===== src/rtl/control_unit_pkg.sv =====
// Shared decode constants and the registered control bundle for control_unit.
// Illegal-instruction detection is enabled by defining CU_ILLEGAL_DETECT_EN.
package control_unit_pkg;

  localparam logic [6:0] OpRtype  = 7'b0110011;
  localparam logic [6:0] OpImm    = 7'b0010011;
  localparam logic [6:0] OpLoad   = 7'b0000011;
  localparam logic [6:0] OpStore  = 7'b0100011;
  localparam logic [6:0] OpBranch = 7'b1100011;
  localparam logic [6:0] OpLui    = 7'b0110111;
  localparam logic [6:0] OpAuipc  = 7'b0010111;
  localparam logic [6:0] OpJal    = 7'b1101111;
  localparam logic [6:0] OpJalr   = 7'b1100111;

  localparam logic [6:0] Funct7Base = 7'b0000000;
  localparam logic [6:0] Funct7Alt  = 7'b0100000;
  localparam logic [2:0] Funct3Sr   = 3'b101;

  localparam logic [2:0] ImmI    = 3'b000;
  localparam logic [2:0] ImmS    = 3'b001;
  localparam logic [2:0] ImmB    = 3'b010;
  localparam logic [2:0] ImmU    = 3'b011;
  localparam logic [2:0] ImmJ    = 3'b100;
  localparam logic [2:0] ImmNone = 3'b111;

  localparam logic [2:0] DmWord = 3'b010;

  typedef struct packed {
    logic       type_alu;
    logic [2:0] type_dm;
    logic       salida_funct3;
    logic       store;
    logic       control_alu;
    logic       control_rf;
    logic       we;
    logic [2:0] funct_imm;
  } ctrl_t;

  // A bubble has every control zero, but still advertises "no immediate".
  function automatic ctrl_t bubble_ctrl();
    ctrl_t c;
    c           = '0;
    c.funct_imm = ImmNone;
    return c;
  endfunction

endpackage


===== src/rtl/control_unit_dec.sv =====
// Purely combinational instruction decoder feeding the control_unit output register.
// CU_ILLEGAL_DETECT_EN adds funct-field validation and an illegal flag.
module control_unit_dec
  import control_unit_pkg::*;
(
  input  logic [6:0] opcode_i,
  input  logic [2:0] funct3_i,
  input  logic [6:0] funct7_i,
  output ctrl_t      ctrl_o
`ifdef CU_ILLEGAL_DETECT_EN
  ,
  output logic       illegal_o
`endif
);

  ctrl_t dec;
  logic  unknown;
  logic  bubble;

  always_comb begin
    dec           = '0;
    dec.type_dm   = DmWord;
    dec.funct_imm = ImmNone;
    unknown       = 1'b0;
    case (opcode_i)
      OpRtype: begin
        dec.salida_funct3 = 1'b1;
        dec.we            = 1'b1;
        dec.control_alu   = (funct7_i == Funct7Alt);
      end
      OpImm: begin
        dec.type_alu      = 1'b1;
        dec.salida_funct3 = 1'b1;
        dec.we            = 1'b1;
        dec.funct_imm     = ImmI;
        dec.control_alu   = (funct3_i == Funct3Sr) && (funct7_i == Funct7Alt);
      end
      OpLoad: begin
        dec.type_alu   = 1'b1;
        dec.we         = 1'b1;
        dec.control_rf = 1'b1;
        dec.funct_imm  = ImmI;
        dec.type_dm    = funct3_i;
      end
      OpStore: begin
        dec.type_alu  = 1'b1;
        dec.store     = 1'b1;
        dec.funct_imm = ImmS;
        dec.type_dm   = funct3_i;
      end
      OpBranch: begin
        dec.salida_funct3 = 1'b1;
        dec.funct_imm     = ImmB;
      end
      OpLui, OpAuipc: begin
        dec.type_alu  = 1'b1;
        dec.we        = 1'b1;
        dec.funct_imm = ImmU;
      end
      OpJal: begin
        dec.we        = 1'b1;
        dec.funct_imm = ImmJ;
      end
      OpJalr: begin
        dec.type_alu  = 1'b1;
        dec.we        = 1'b1;
        dec.funct_imm = ImmI;
      end
      default: unknown = 1'b1;
    endcase
  end

`ifdef CU_ILLEGAL_DETECT_EN
  logic field_bad;

  always_comb begin
    field_bad = 1'b0;
    case (opcode_i)
      OpRtype:  field_bad = !(funct7_i inside {Funct7Base, Funct7Alt});
      OpLoad:   field_bad = funct3_i inside {3'b011, 3'b110, 3'b111};
      OpStore:  field_bad = funct3_i > 3'b010;
      OpBranch: field_bad = funct3_i inside {3'b010, 3'b011};
      default:  field_bad = 1'b0;
    endcase
  end

  assign bubble    = unknown | field_bad;
  assign illegal_o = bubble;
`else
  assign bubble = unknown;
`endif

  assign ctrl_o = bubble ? bubble_ctrl() : dec;

endmodule


===== src/rtl/control_unit.sv =====
// Instruction control unit: combinational decode followed by one output register stage.
// Define CU_ILLEGAL_DETECT_EN to add the registered illegal output.
module control_unit
  import control_unit_pkg::*;
(
  input  logic       clk,
  input  logic       rst_n,
  input  logic [6:0] opcode,
  input  logic [2:0] funct3,
  input  logic [6:0] funct7,
  output logic       Type_alu,
  output logic [2:0] Type_dm,
  output logic       salida_funct3,
  output logic       store,
  output logic       controlALU,
  output logic       controlRF,
  output logic       we,
  output logic [2:0] funct_imm
`ifdef CU_ILLEGAL_DETECT_EN
  ,
  output logic       illegal
`endif
);

  ctrl_t ctrl_d, ctrl_q;

`ifdef CU_ILLEGAL_DETECT_EN
  logic illegal_d, illegal_q;

  control_unit_dec u_dec (
    .opcode_i  (opcode),
    .funct3_i  (funct3),
    .funct7_i  (funct7),
    .ctrl_o    (ctrl_d),
    .illegal_o (illegal_d)
  );

  always_ff @(posedge clk or negedge rst_n) begin
    if (!rst_n) illegal_q <= 1'b0;
    else        illegal_q <= illegal_d;
  end

  assign illegal = illegal_q;
`else
  control_unit_dec u_dec (
    .opcode_i (opcode),
    .funct3_i (funct3),
    .funct7_i (funct7),
    .ctrl_o   (ctrl_d)
  );
`endif

  // Reset clears everything, including funct_imm and Type_dm, unlike a bubble.
  always_ff @(posedge clk or negedge rst_n) begin
    if (!rst_n) ctrl_q <= '0;
    else        ctrl_q <= ctrl_d;
  end

  assign Type_alu      = ctrl_q.type_alu;
  assign Type_dm       = ctrl_q.type_dm;
  assign salida_funct3 = ctrl_q.salida_funct3;
  assign store         = ctrl_q.store;
  assign controlALU    = ctrl_q.control_alu;
  assign controlRF     = ctrl_q.control_rf;
  assign we            = ctrl_q.we;
  assign funct_imm     = ctrl_q.funct_imm;

endmodule


===== config.mk =====
export PLATFORM = sky130hd
export DESIGN_NAME = control_unit
export DESIGN_NICKNAME = d
export VERILOG_FILES = /design/src/rtl/control_unit_pkg.sv /design/src/rtl/control_unit_dec.sv /design/src/rtl/control_unit.sv
export SDC_FILE = /design/constraint.sdc
export NUM_CORES = 1
export LEC_CHECK = 0
export CAP_MARGIN = 10
export CELL_PAD_IN_SITES_DETAIL_PLACEMENT = 1
export CELL_PAD_IN_SITES_GLOBAL_PLACEMENT = 1
export CORE_MARGIN = 1
export CORE_UTILIZATION = 26
export CTS_CLUSTER_DIAMETER = 50
export DETAILED_ROUTE_END_ITERATION = 10
export PLACE_DENSITY_LB_ADDON = 0.1
export SLEW_MARGIN = 20
export SYNTH_ARGS = -nofsm -noshare
export SYNTH_HDL_FRONTEND = slang
export SYNTH_HIERARCHICAL = 1
export SYNTH_SLANG_ARGS = --single-unit
export TNS_END_PERCENT = 30

===== constraint.sdc =====
create_clock -name clk -period 0.8 [get_ports clk]
set_input_delay 0.08 -clock clk [delete_from_list [all_inputs] [get_ports clk]]
set_output_delay 0.08 -clock clk [all_outputs]
set_load 0.005 [all_outputs]

; ---- Word-level counts from Yosys, hierarchy flattened
; Cells that the tools add are included.
[word_totals]
ff_bits = 12
input_bits = 19
output_inout_bits = 12
wordCells = 36
[classes]
eq_ne = 11
muxes = 9
n_reduce_logical = 8
[ops]
columns = cell, n
row1 = == test 7 x 6 -> 1 bit (second input constant), 4
row2 = == test 7 bit (second input constant), 3
row3 = case mux 3 bit (5 select lines), 1
row4 = == test 7 x 5 -> 1 bit (second input constant), 2
row5 = two-way mux 12 bit, 1
row6 = OR reduction 9 bit, 1
row7 = == test 7 x 2 -> 1 bit (second input constant), 1
row8 = OR reduction 7 bit, 1
row9 = OR reduction 3 bit, 2
row10 = OR reduction 6 bit, 1
row11 = two-way mux 1 bit, 5
row12 = OR reduction 2 bit, 2
row13 = == test 3 bit (second input constant), 1
row14 = two-way mux 3 bit, 1
row15 = case mux 1 bit (2 select lines), 1
row16 = logical AND 1 bit, 1

; ---- Depth between registers and ports, before layout
; Gate-level depths: netlist (run 1).
[depth]
depth_word = 4
ltp_mapped = 4
depth_no_buf = 3

; ---- Hierarchy
; The synthesis (run 1) kept the hierarchy.
[by_module_without_submodules]
columns = module, instances, cells_per_inst, area_each_um2, seq_area_each_um2
row1 = control_unit, 1, 12, 300.3, 300.3
row2 = control_unit_dec, 1, 44, 270.3, 0.0

; ---- Worst setup path before layout (run 1)
; No wires, ideal clock.
[synth_path]
kind = input-to-reg
startpoint = input opcode[3]
endpoint = register ctrl_q (netlist bit controlALU)
setup_time_ns = 0.080
arrival_time_ns = 0.853
required_ns = 0.720
path_slack_ns = -0.133
path_stages = 3
path_buffers = 0
cell_sequence = nand3b_4 or4_4 nor3_2
[synth_lines]
columns = item, line
row1 = "start, declared", control_unit.sv:8  ; input logic [6:0] opcode,
row2 = "end signal, assigned", control_unit.sv:56  ; else ctrl_q <= ctrl_d;
row3 = "end, declared", control_unit.sv:25  ; ctrl_t ctrl_d, ctrl_q;

; ---- Worst setup path in the final report (run 1)
[layout_path]
startpoint = register ctrl_q (netlist bit controlALU)
endpoint = output controlALU
[layout_lines]
columns = item, line
row1 = "end, declared", control_unit.sv:15  ; output logic controlALU,
; No word-level cell between the ends.

==> results of run 1 <==
## worst min path at each step
stage,end,cells after the start
final,Type_dm[2],2
after global routing,Type_dm[2],2
after CTS,Type_dm[2],2
after detailed placement,Type_dm[2],2
after global placement,Type_dm[2],2
after floorplan,Type_alu,0
## placed cells by master (no fill, tap or decap), drive strengths merged, types with 2 or more instances in the layout
master	n
nor3	2
nand2	4
a211oi	2
a21oi	4
and2	3
nor2b	3
buf	33
nor4	3
inv	2
dfrtp	12
nor2	6
o21ai	2
clkdlybuf4s50	6
clkbuf	6
dlygate4sd2	3
## state kept, by name, indices dropped and copies added (netlist names)
| signal | flops |
|---|---|
| Type_dm | 3 |
| funct_imm | 3 |
| Type_alu | 1 |
| controlALU | 1 |
| controlRF | 1 |
| salida_funct3 | 1 |
| store | 1 |
| we | 1 |
## final cells by class
cell class / instances / area share, %
Multi-Input combinational cell: 40 / 32.48
Clock buffer: 4 / 3.541
Timing Repair Buffer: 45 / 30.65
Sequential cell: 12 / 29.30
Tap cell: 27 / 3.297
Inverter: 2 / 0.7326
## cells by family (layout without fill, tap and decap cells)
| kind of cell | Yosys count | after routing | synth area share (%) |
|---|---|---|---|
| AND/OR/NAND/NOR | 28 | 28 | 31.14 |
| AO/OA/AOI/OAI | 12 | 12 | 13.38 |
| buffers and inverters | 4 | 51 | 2.850 |
| flip-flops | 12 | 12 | 52.63 |
## power by group
| part | switching, mW | leakage (nW) | internal, mW |
|---|---|---|---|
| Clock | 0.176 | 0.0210 | 0.276 |
| Combinational | 0.131 | 0.315 | 0.143 |
| Sequential | 0.00179 | 0.152 | 0.616 |
| Total | 0.309 | 0.488 | 1.03 |
## metrics by stage
stage	hold WS (ns)	setup slack [ns]	std cells	instance area [µm²]	utilization (%)
6_report	0.1095	-0.02987	130	1025	50.68
5_1_grt	0.1077	-0.06538	130	1025	50.68
4_1_cts	0.1092	-0.03875	129	1001	49.50
3_5_place_dp	0.3946	-0.6341	124	993.5	49.13
3_3_place_gp	0.3918	-0.6097	124	993.5	49.13
2_1_floorplan	-0.2156	-0.1333	56	570.5	-
## metal layers
metal | up-vias | global-route usage (%)
li1 | 295 | -
met1 | 284 | 17.39
met2 | 19 | 25.00
met3 | 2 | 1.246
met4 | 0 | 10.29
met5 | - | 0
## repair_timing
item / in CTS / in global routing
pin swaps: 6 / 0
buffers inserted: 1 / 1
gates resized for setup: 89 / 7
endpoints found under the setup margin: 24 / 22
==> impl_results.md, run 1 <==
- DR top layer: met4
- Slew margin rel.: 83.30%
- Ys async rst share: 100.0%
- Leak: 0.4882 nW
- Root buffer cell: clkbuf_4
- RSZ-0062 raised after global routing: true
- Die W: 48.85 µm
- WL final: 1614 µm
- Core area: approximately 2000 µm²
- FILL cells: 234
- N_diodes: 0
- Post-synth cell types: 25
- Top FF cell, synth: dfrtp_1
- Cell Rows: 16
- Setup TNS: -0.1768 ns
- Tmin final: 0.8299 ns
- CTS Buffer Depth: 2
- Crit end category: output port
- Global-route wire length before repair: roughly 2600 µm
- Synth area leader: dfrtp_1
- Initial core utilization: between 20% and 30%
- Metal3 WL: roughly 73 µm
- Fin crit share: 103.7%
- Detailed placement HPWL: 1157 µm
- Antenna-violating nets left: 0
- GR Overflow Total: 0
- Vias in the first global route: 584
- Fmax: 1.205 GHz
- CP Max Fanout: 1
- Gp weighted congestion: 0.7201
- Final Slew Violations: 0
- Footprint of the multi-input gates: about 330 µm²
- Initial antenna violation count: 0
- PortBufs: 30
- Crit path largest cell delay: 0.37 ns
- Warning count from the yosys run: 6
- Power, Total: 1.344 mW
- WL per Instance: 12.42 µm
- WS Path Type: register to output port
- Pin count of the biggest net entering global routing: 13
- Top post-synthesis cells by area: dfrtp_1 (53%), nor2_1 (3.9%), a21oi_1 (3.5%)
- Crit path buffers/inverters: 1
- Worst path top cell family by delay: flip-flops
- Failing checks: negative setup slack
- Crit path from: controlALU
- Synth Net Count: 75
- Number of synthesized register bits: 12
- Chip height: just under 50 µm
- Met1 WL: 669 µm
- GRT Total Usage: roughly 15%
- Share of cells above drive strength 1: 54.37%
- Critical path required time: 0.72 ns
- DR WL met2: about 840 µm
- TritonCTS buffer count: 3
- I/O pins: 31
- Area Growth Syn to Fin: 79.60%
- Max VDD drop: 573.7 µV
- TritonCTS clock tree: yes
- Via Count: 600
- # clock sinks: 12
- Netlist Area Pre-Place: 570.5 µm²
- Outcome: complete, but fails checks
- Hold crit path type: input port to async pin
- Finish-stage setup viols: 12
- Final nets: around 120
- Worst-path clk slew: 0.07 ns
- Register area share after synthesis: 52.63%
- Max-cap check violation count: 0
- Hold Violations, Final: 0
- Actual slew at the worst max-slew pin: 0.2487 ns
- Number of synthesized flops with an enable pin: 0
- Mapped Avg Cell Area: 10.19 µm²
- Die area: around 2400 µm²
- Final worst slack: -0.02987 ns
- Synth Instances: 56
- Synth top area share: 52.63%
- DR DRC count: 0
- Commonest cells post-synth: dfrtp_1 (12), nor2_1 (6), a21oi_1 (4), nand2_1 (4)
- Critical path depth: 1
- Hold_buf cts: 0
- Crit path max-delay cell type: dfrtp_1
- Count leader, synth: dfrtp_1
- Crit-path cells: buf_2
- DR iter-0 viols: 2
- CTS H-tree depth: 1
- Routed vias/inst: around 4.6
- Arrival time worst endpoint: 0.75 ns
- CP endpoint: controlALU
- Drt pass-1 iters: 3
- Sequential cell area: between 300 and 400 µm²
- CP Launch Type: register
- Pwr dens: around 1300 nW/µm²
(Power assumes the default switching activity.)
==> run 2: changes to the inputs <==
PLACE_DENSITY_LB_ADDON = 0.12   (was 0.1)
SETUP_SLACK_MARGIN = 0.2   (was unset)
SYNTH_HIERARCHICAL = unset   (was 1)
==> impl_results.md, run 2 <==
- Outcome: complete, but fails checks
- Failing checks: negative setup slack
- Initial core utilization: 28.40% (+0.19 points)
- Mapped Avg Cell Area: 10.08 µm² (-1.1%)
- TritonCTS buffer count: 3 (unchanged)
- Final nets: 122 (-0.81%)
- Crit path max-delay cell type: dfrtp_1
- Pint: 0.9386 mW (-9.3%)
- Psw: 0.3127 mW (+1.1%)
- Final Slew Violations: 0 (unchanged)
- Via Count: 606 (+1.0%)
- RSZ-0062 raised after global routing: true
- Final hold slack: 0.07106 ns (-0.03840 ns)
- GRT Total Usage: 14.95% (+0.26 points)
- Crit path buffers/inverters: 1 (unchanged)
- Routed vias/inst: 4.734 (+2.6%)
- CP Launch Type: register
- FILL cells: 234 (unchanged)
- WS Path Type: register to output port
- Final worst slack: -0.02485 ns (+0.005014 ns)
- Hold crit path type: input port to register
- Finish-stage setup viols: 12 (unchanged)
- Slew margin rel.: 77.81% (-5.5 points)
- Netlist Area Pre-Place: 574.3 µm² (+0.66%)
- DR DRC count: 0 (unchanged)
- Count leader, synth: dfrtp_1
- Crit-path cells: buf_2
- Vias in the first global route: 604 (+3.4%)
- Met3 usage: 0.9346% (-0.31 points)
- Drt pass-1 iters: 4 (+1)
- Synth area leader: dfrtp_1
- Worst Hold End: controlALU
- Commonest cells post-synth: dfrtp_1 (12), nor2_1 (6), and2_1 (4), o21ai_0 (4)
- Chip height: 49 µm (+0.32%)
- Actual slew at the worst max-slew pin: 0.3319 ns (+0.08325 ns)
- Max-cap check violation count: 0 (unchanged)
- TritonCTS clock tree: yes
- Switching share of power: 24.99% (+2.0 points)
- Fin crit share: 103.1% (-0.63 points)
- CTS H-tree depth: 1 (unchanged)
- DR iter-0 viols: 3 (+1)
- Most frequent cells in the layout: buf_2 (14), dfrtp_1 (12), buf_4 (9)
- Detailed placement HPWL: 1246 µm (+7.7%)
- Number of synthesized register bits: 12 (unchanged)
- Die area: 2401 µm² (+0.64%)
- Max VDD drop: 489.8 µV (-15%)
- I/O pins: 31 (unchanged)
- Pin count of the biggest net entering global routing: 13 (unchanged)
- Crit path largest cell delay: 0.36 ns (about the same)
- Met1 global-route usage: 19.49% (+2.1 points)
- Global-route wire length before repair: 2746 µm (+4.5%)
- Ys async rst share: 100.0% (unchanged)
- Crit end category: output port
- Post-CTS Setup Bufs: 0 (-1)
- Antenna-violating nets left: 0 (unchanged)
- Pwr dens: 1224 nW/µm² (-6.7%)
- Most used routing layer in global routing: met2
- GR Overflow Total: 0 (unchanged)
- Met2 usage: 25.00% (unchanged)
- Sequential share of power: 49.4% (+3.4 points)
- # clock sinks: 12 (unchanged)
- Gp weighted congestion: 0.7879 (+9.4%)
- Post-synth cell types: 24 (-4.0%)
- Top FF cell, synth: dfrtp_1
- Commonest non-fill, non-tap cell in the layout: buf_2
- Leak: 0.4870 nW (-0.24%)
- Worst path top cell family by delay: flip-flops
- PortBufs: 30 (unchanged)
- Synth Net Count: 76 (+1.3%)
- Area Growth Syn to Fin: 78.00%
- Synth top area share: 52.29% (-0.34 points)
- Synth Instances: 57 (+1.8%)
- Tmin final: 0.8249 ns (-0.005014 ns)
- Register area share after synthesis: 52.29% (-0.34 points)
- Warning count from the yosys run: 0 (-6)
- Clock power share: 27.5% (-6.1 points)
- WL per Instance: 13.29 µm (+7.0%)
- Arrival time worst endpoint: 0.74 ns (about the same)
- Share of cells above drive strength 1: 59.41% (+5.0 points)
- Worst Hold Depth: 3
- Logic pwr share: 23.1% (+2.7 points)
- Fmax: 1.212 GHz (+0.61%)
- CTS Buffer Depth: 2 (unchanged)
- Worst-path clk slew: 0.06 ns (about the same)
- Cell Rows: 16 (unchanged)
- WL final: 1701 µm (+5.4%)
- Dpl ws: -0.5460 ns (+0.08806 ns)
- Core area: 2022 µm² (unchanged)
- CP Max Fanout: 1 (unchanged)
- Critical path required time: 0.72 ns (about the same)
- Critical path depth: 1 (unchanged)
- Number of synthesized flops with an enable pin: 0 (unchanged)
- Die W: 49 µm (+0.32%)
- Hold_sp: funct7[4]
- Root buffer cell: clkbuf_4
- Hold_buf cts: 0 (unchanged)
- N_diodes: 0 (unchanged)
- Hold Violations, Final: 0 (unchanged)
- Initial antenna violation count: 0 (unchanged)
- Top post-synthesis cells by area: dfrtp_1 (52%), and2_1 (4.4%), nor4_2 (4.4%)
-- run 2: repair_timing --
action,in CTS,in global routing
setup endpoints to repair,24,24
gates cloned,0,0
endpoints found under the hold margin,0,0
resized for setup,79,41
pin swaps,9,20
-- run 2: area by class of cell --
type                            instances  area, µm²  share of cell area, %
Sequential cell                        12      300.3                  29.38
Multi-Input combinational cell         41      346.6                  33.90
Tap cell                               27      33.78                  3.305
Timing Repair Buffer                   43      311.5                  30.48
Clock buffer                            3      22.52                  2.203
Inverter                                2      7.507                 0.7344
-- run 2: worst max-delay path by stage --
stage	start	endpoint
final	controlALU	controlALU
after global routing	we	we
after CTS	controlALU	controlALU
after floorplan	funct7[2]	controlALU
after detailed placement	opcode[2]	controlRF
after global placement	opcode[5]	funct_imm[0]
-- run 2: logic make-up after synthesis --
kind of cell	count (synthesis)	synth area share, %
buffers and inverters	4	2.831
AOI/OAI and AO/OA	14	15.69
DFF	12	52.29
and+or+nand+nor	27	29.19
-- run 2: through the flow --
stage	std cells	instance area [µm²]	util [%]	TNS (ns)	power, mW
2_1_floorplan	57	585.6	-	-0.08204	0.7061
5_1_grt	128	1022	50.56	-0.6090	1.315
6_report	128	1022	50.56	-0.1588	1.251
3_5_place_dp	125	998.5	49.38	-6.976	0.9005
4_1_cts	128	973.4	48.14	-0.2714	1.223
3_3_place_gp	125	998.5	49.38	-6.626	0.8916
-- run 2: power groups by stage --
stage | Clock [mW] | Combinational [mW] | Sequential (mW)
final | 0.344 | 0.289 | 0.618
after global routing | 0.384 | 0.312 | 0.618
after CTS | 0.354 | 0.252 | 0.618
after detailed placement | 0 | 0.271 | 0.630
after global placement | 0 | 0.262 | 0.630
after floorplan | 0 | 0.0742 | 0.632
-- run 2: layer usage --
layer | up-vias | share of wire, %
met3 | 4 | 3.6
met4 | 0 | 1.9
met1 | 290 | 42
li1 | 290 | -
met2 | 22 | 53
met5 | - | 0
==> run 3: changes to the inputs <==
CORE_UTILIZATION = 41   (was 26)
DONT_BUFFER_PORTS = 1   (was unset)
TNS_END_PERCENT = unset   (was 30)
==> impl_results.md, run 3 (synthesis gave the netlist of run 2 again) <==
- Outcome: complete, but fails checks
- Failing checks: negative hold slack
- Initial antenna violation count: 0 (unchanged)
- Hold Violations, Final: 18 (+18)
- Critical path depth: 0 (-1)
- WL per Instance: 18.39 µm (+38%)
- Gp weighted congestion: 0.7171 (-9.0%)
- Fin crit share: 91.85% (-11 points)
- Crit path from: store
- Routed vias/inst: 5.825 (+23%)
- Power, Total: 1.201 mW (-4.0%)
- Global-route wire length before repair: 2035 µm (-26%)
- RSZ-0062 raised after global routing: true
- Placed Instances: 71 (-43%)
- Pwr dens: 1658 nW/µm² (+35%)
- CP Max Fanout: 1 (unchanged)
- FILL cells: 141 (-40%)
- Crit end category: output port
- WL final: 1471 µm (-14%)
- Arrival time worst endpoint: 0.65 ns (-0.09 ns)
- N_diodes: 0 (unchanged)
- Pint: 0.9486 mW (+1.1%)
- Root buffer cell: clkbuf_4
- CP Launch Type: register
- Critical path required time: 0.72 ns (about the same)
- Psw: 0.2525 mW (-19%)
- Tmin final: 0.7348 ns (-0.09003 ns)
- Met3 usage: 6.818% (+5.9 points)
- Max-cap check violation count: 0 (unchanged)
- Leak: 0.3144 nW (-35%)
- Core area: 1301 µm² (-36%)
- Met1 global-route usage: 22.50% (+3.0 points)
- Vias in the first global route: 437 (-28%)
- Via Count: 466 (-23%)
- Slew margin rel.: 66.21% (-12 points)
- Hold crit path type: input port to async pin
- Layout Utilization: 55.67% (+5.1 points)
- I/O pins: 31 (unchanged)
- Logic pwr share: 9.7% (-13 points)
- Fmax: 1.361 GHz (+12%)
- Worst-path clk slew: 0.07 ns (about the same)
- Switching share of power: 21.02% (-4.0 points)
- Most frequent cells in the layout: dfrtp_1 (12), nor2_1 (6), and2_1 (4)
- Final hold slack: -0.1617 ns (-0.2327 ns)
- Cell Rows: 13 (-3)
- GR Overflow Total: 0 (unchanged)
- Antenna-violating nets left: 0 (unchanged)
- Drt pass-1 iters: 2 (-2)
- Max VDD drop: 557.0 µV (+14%)
- # clock sinks: 12 (unchanged)
- CTS Buffer Depth: 2 (unchanged)
- Setup TNS: 0 ns (+0.1588 ns)
- Non-Filler Instances: 80 (-38%)
- Area Growth Syn to Fin: 26.14%
- Final nets: 85 (-30%)
- Chip height: 39.43 µm (-20%)
- Most used routing layer in global routing: met2
- CTS H-tree depth: 1 (unchanged)
- Finish-stage setup viols: 0 (-12)
- Die W: 39.43 µm (-20%)
- CP endpoint: store
- Sequential share of power: 51.7% (+2.3 points)
- Final Slew Violations: 0 (unchanged)
- DR DRC count: 0 (unchanged)
- Hold_buf cts: 4 (+4)
- TritonCTS buffer count: 3 (unchanged)
- DR iter-0 viols: 8 (+5)
- TritonCTS clock tree: yes
- Actual slew at the worst max-slew pin: 0.5069 ns (+0.1750 ns)
- Initial core utilization: 44.13% (+16 points)
- GRT Total Usage: 20.45% (+5.5 points)
- Commonest non-fill, non-tap cell in the layout: dfrtp_1
- Met2 usage: 34.43% (+9.4 points)
- Pin count of the biggest net entering global routing: 14 (+1)
- Clock power share: 38.5% (+11 points)
- Die area: 1554 µm² (-35%)
- Share of cells above drive strength 1: 21.54% (-38 points)
- Detailed placement HPWL: 1058 µm (-15%)
- PortBufs: 0 (-100%)
- WS Path Type: register to output port
run 3: worst min path at each step:
stage,end,slack [ns],start,cells after the start
5_1_grt,salida_funct3,-0.14,opcode[2],1
3_3_place_gp,Type_alu,-0.22,rst_n,0
2_1_floorplan,Type_alu,-0.22,rst_n,0
4_1_cts,salida_funct3,-0.13,opcode[2],1
3_5_place_dp,Type_alu,-0.22,rst_n,0
6_report,salida_funct3,-0.16,rst_n,1
run 3: area by class of cell:
class                           instances  area (µm²)  share of cell area (%)
Multi-Input combinational cell         41       304.0                   41.97
Sequential cell                        12       300.3                   41.45
Timing Repair Buffer                    6       57.56                   7.945
Clock buffer                            4       36.28                   5.009
Tap cell                               15       18.77                   2.591
Inverter                                2       7.507                   1.036
run 3: through the flow:
stage	hold slack, ns	worst slack (ns)	area [µm²]
final	-0.1617	0.06518	724.4
after global placement	-0.2154	-0.09066	593.1
after global routing	-0.1442	0.03779	724.4
after floorplan	-0.2156	-0.08204	595.6
after detailed placement	-0.2153	-0.1268	593.1
after CTS	-0.1260	0.04467	678.2
run 3: timing repair:
action,4_1_cts,5_1_grt
hold endpoints to repair,22,19
setup endpoints to repair,17,31
pin swaps,0,4
setup buffers,0,1
cloned,0,0
resized for setup,1,7
run 3: power groups by stage:
stage / clock [mW] / combinational [mW] / sequential [mW]
floorplan: 0 / 0.0788 / 0.632
global placement: 0 / 0.0660 / 0.633
detailed placement: 0 / 0.0707 / 0.634
CTS: 0.480 / 0.100 / 0.622
global route: 0.501 / 0.128 / 0.622
finish: 0.463 / 0.117 / 0.621
run 3: per-layer routing:
| metal | vias to the layer above | wire (µm) |
|---|---|---|
| li1 | 217 | - |
| met1 | 225 | 571 |
| met2 | 24 | 762 |
| met3 | 0 | 138 |
| met4 | 0 | 0 |
| met5 | - | 0 |
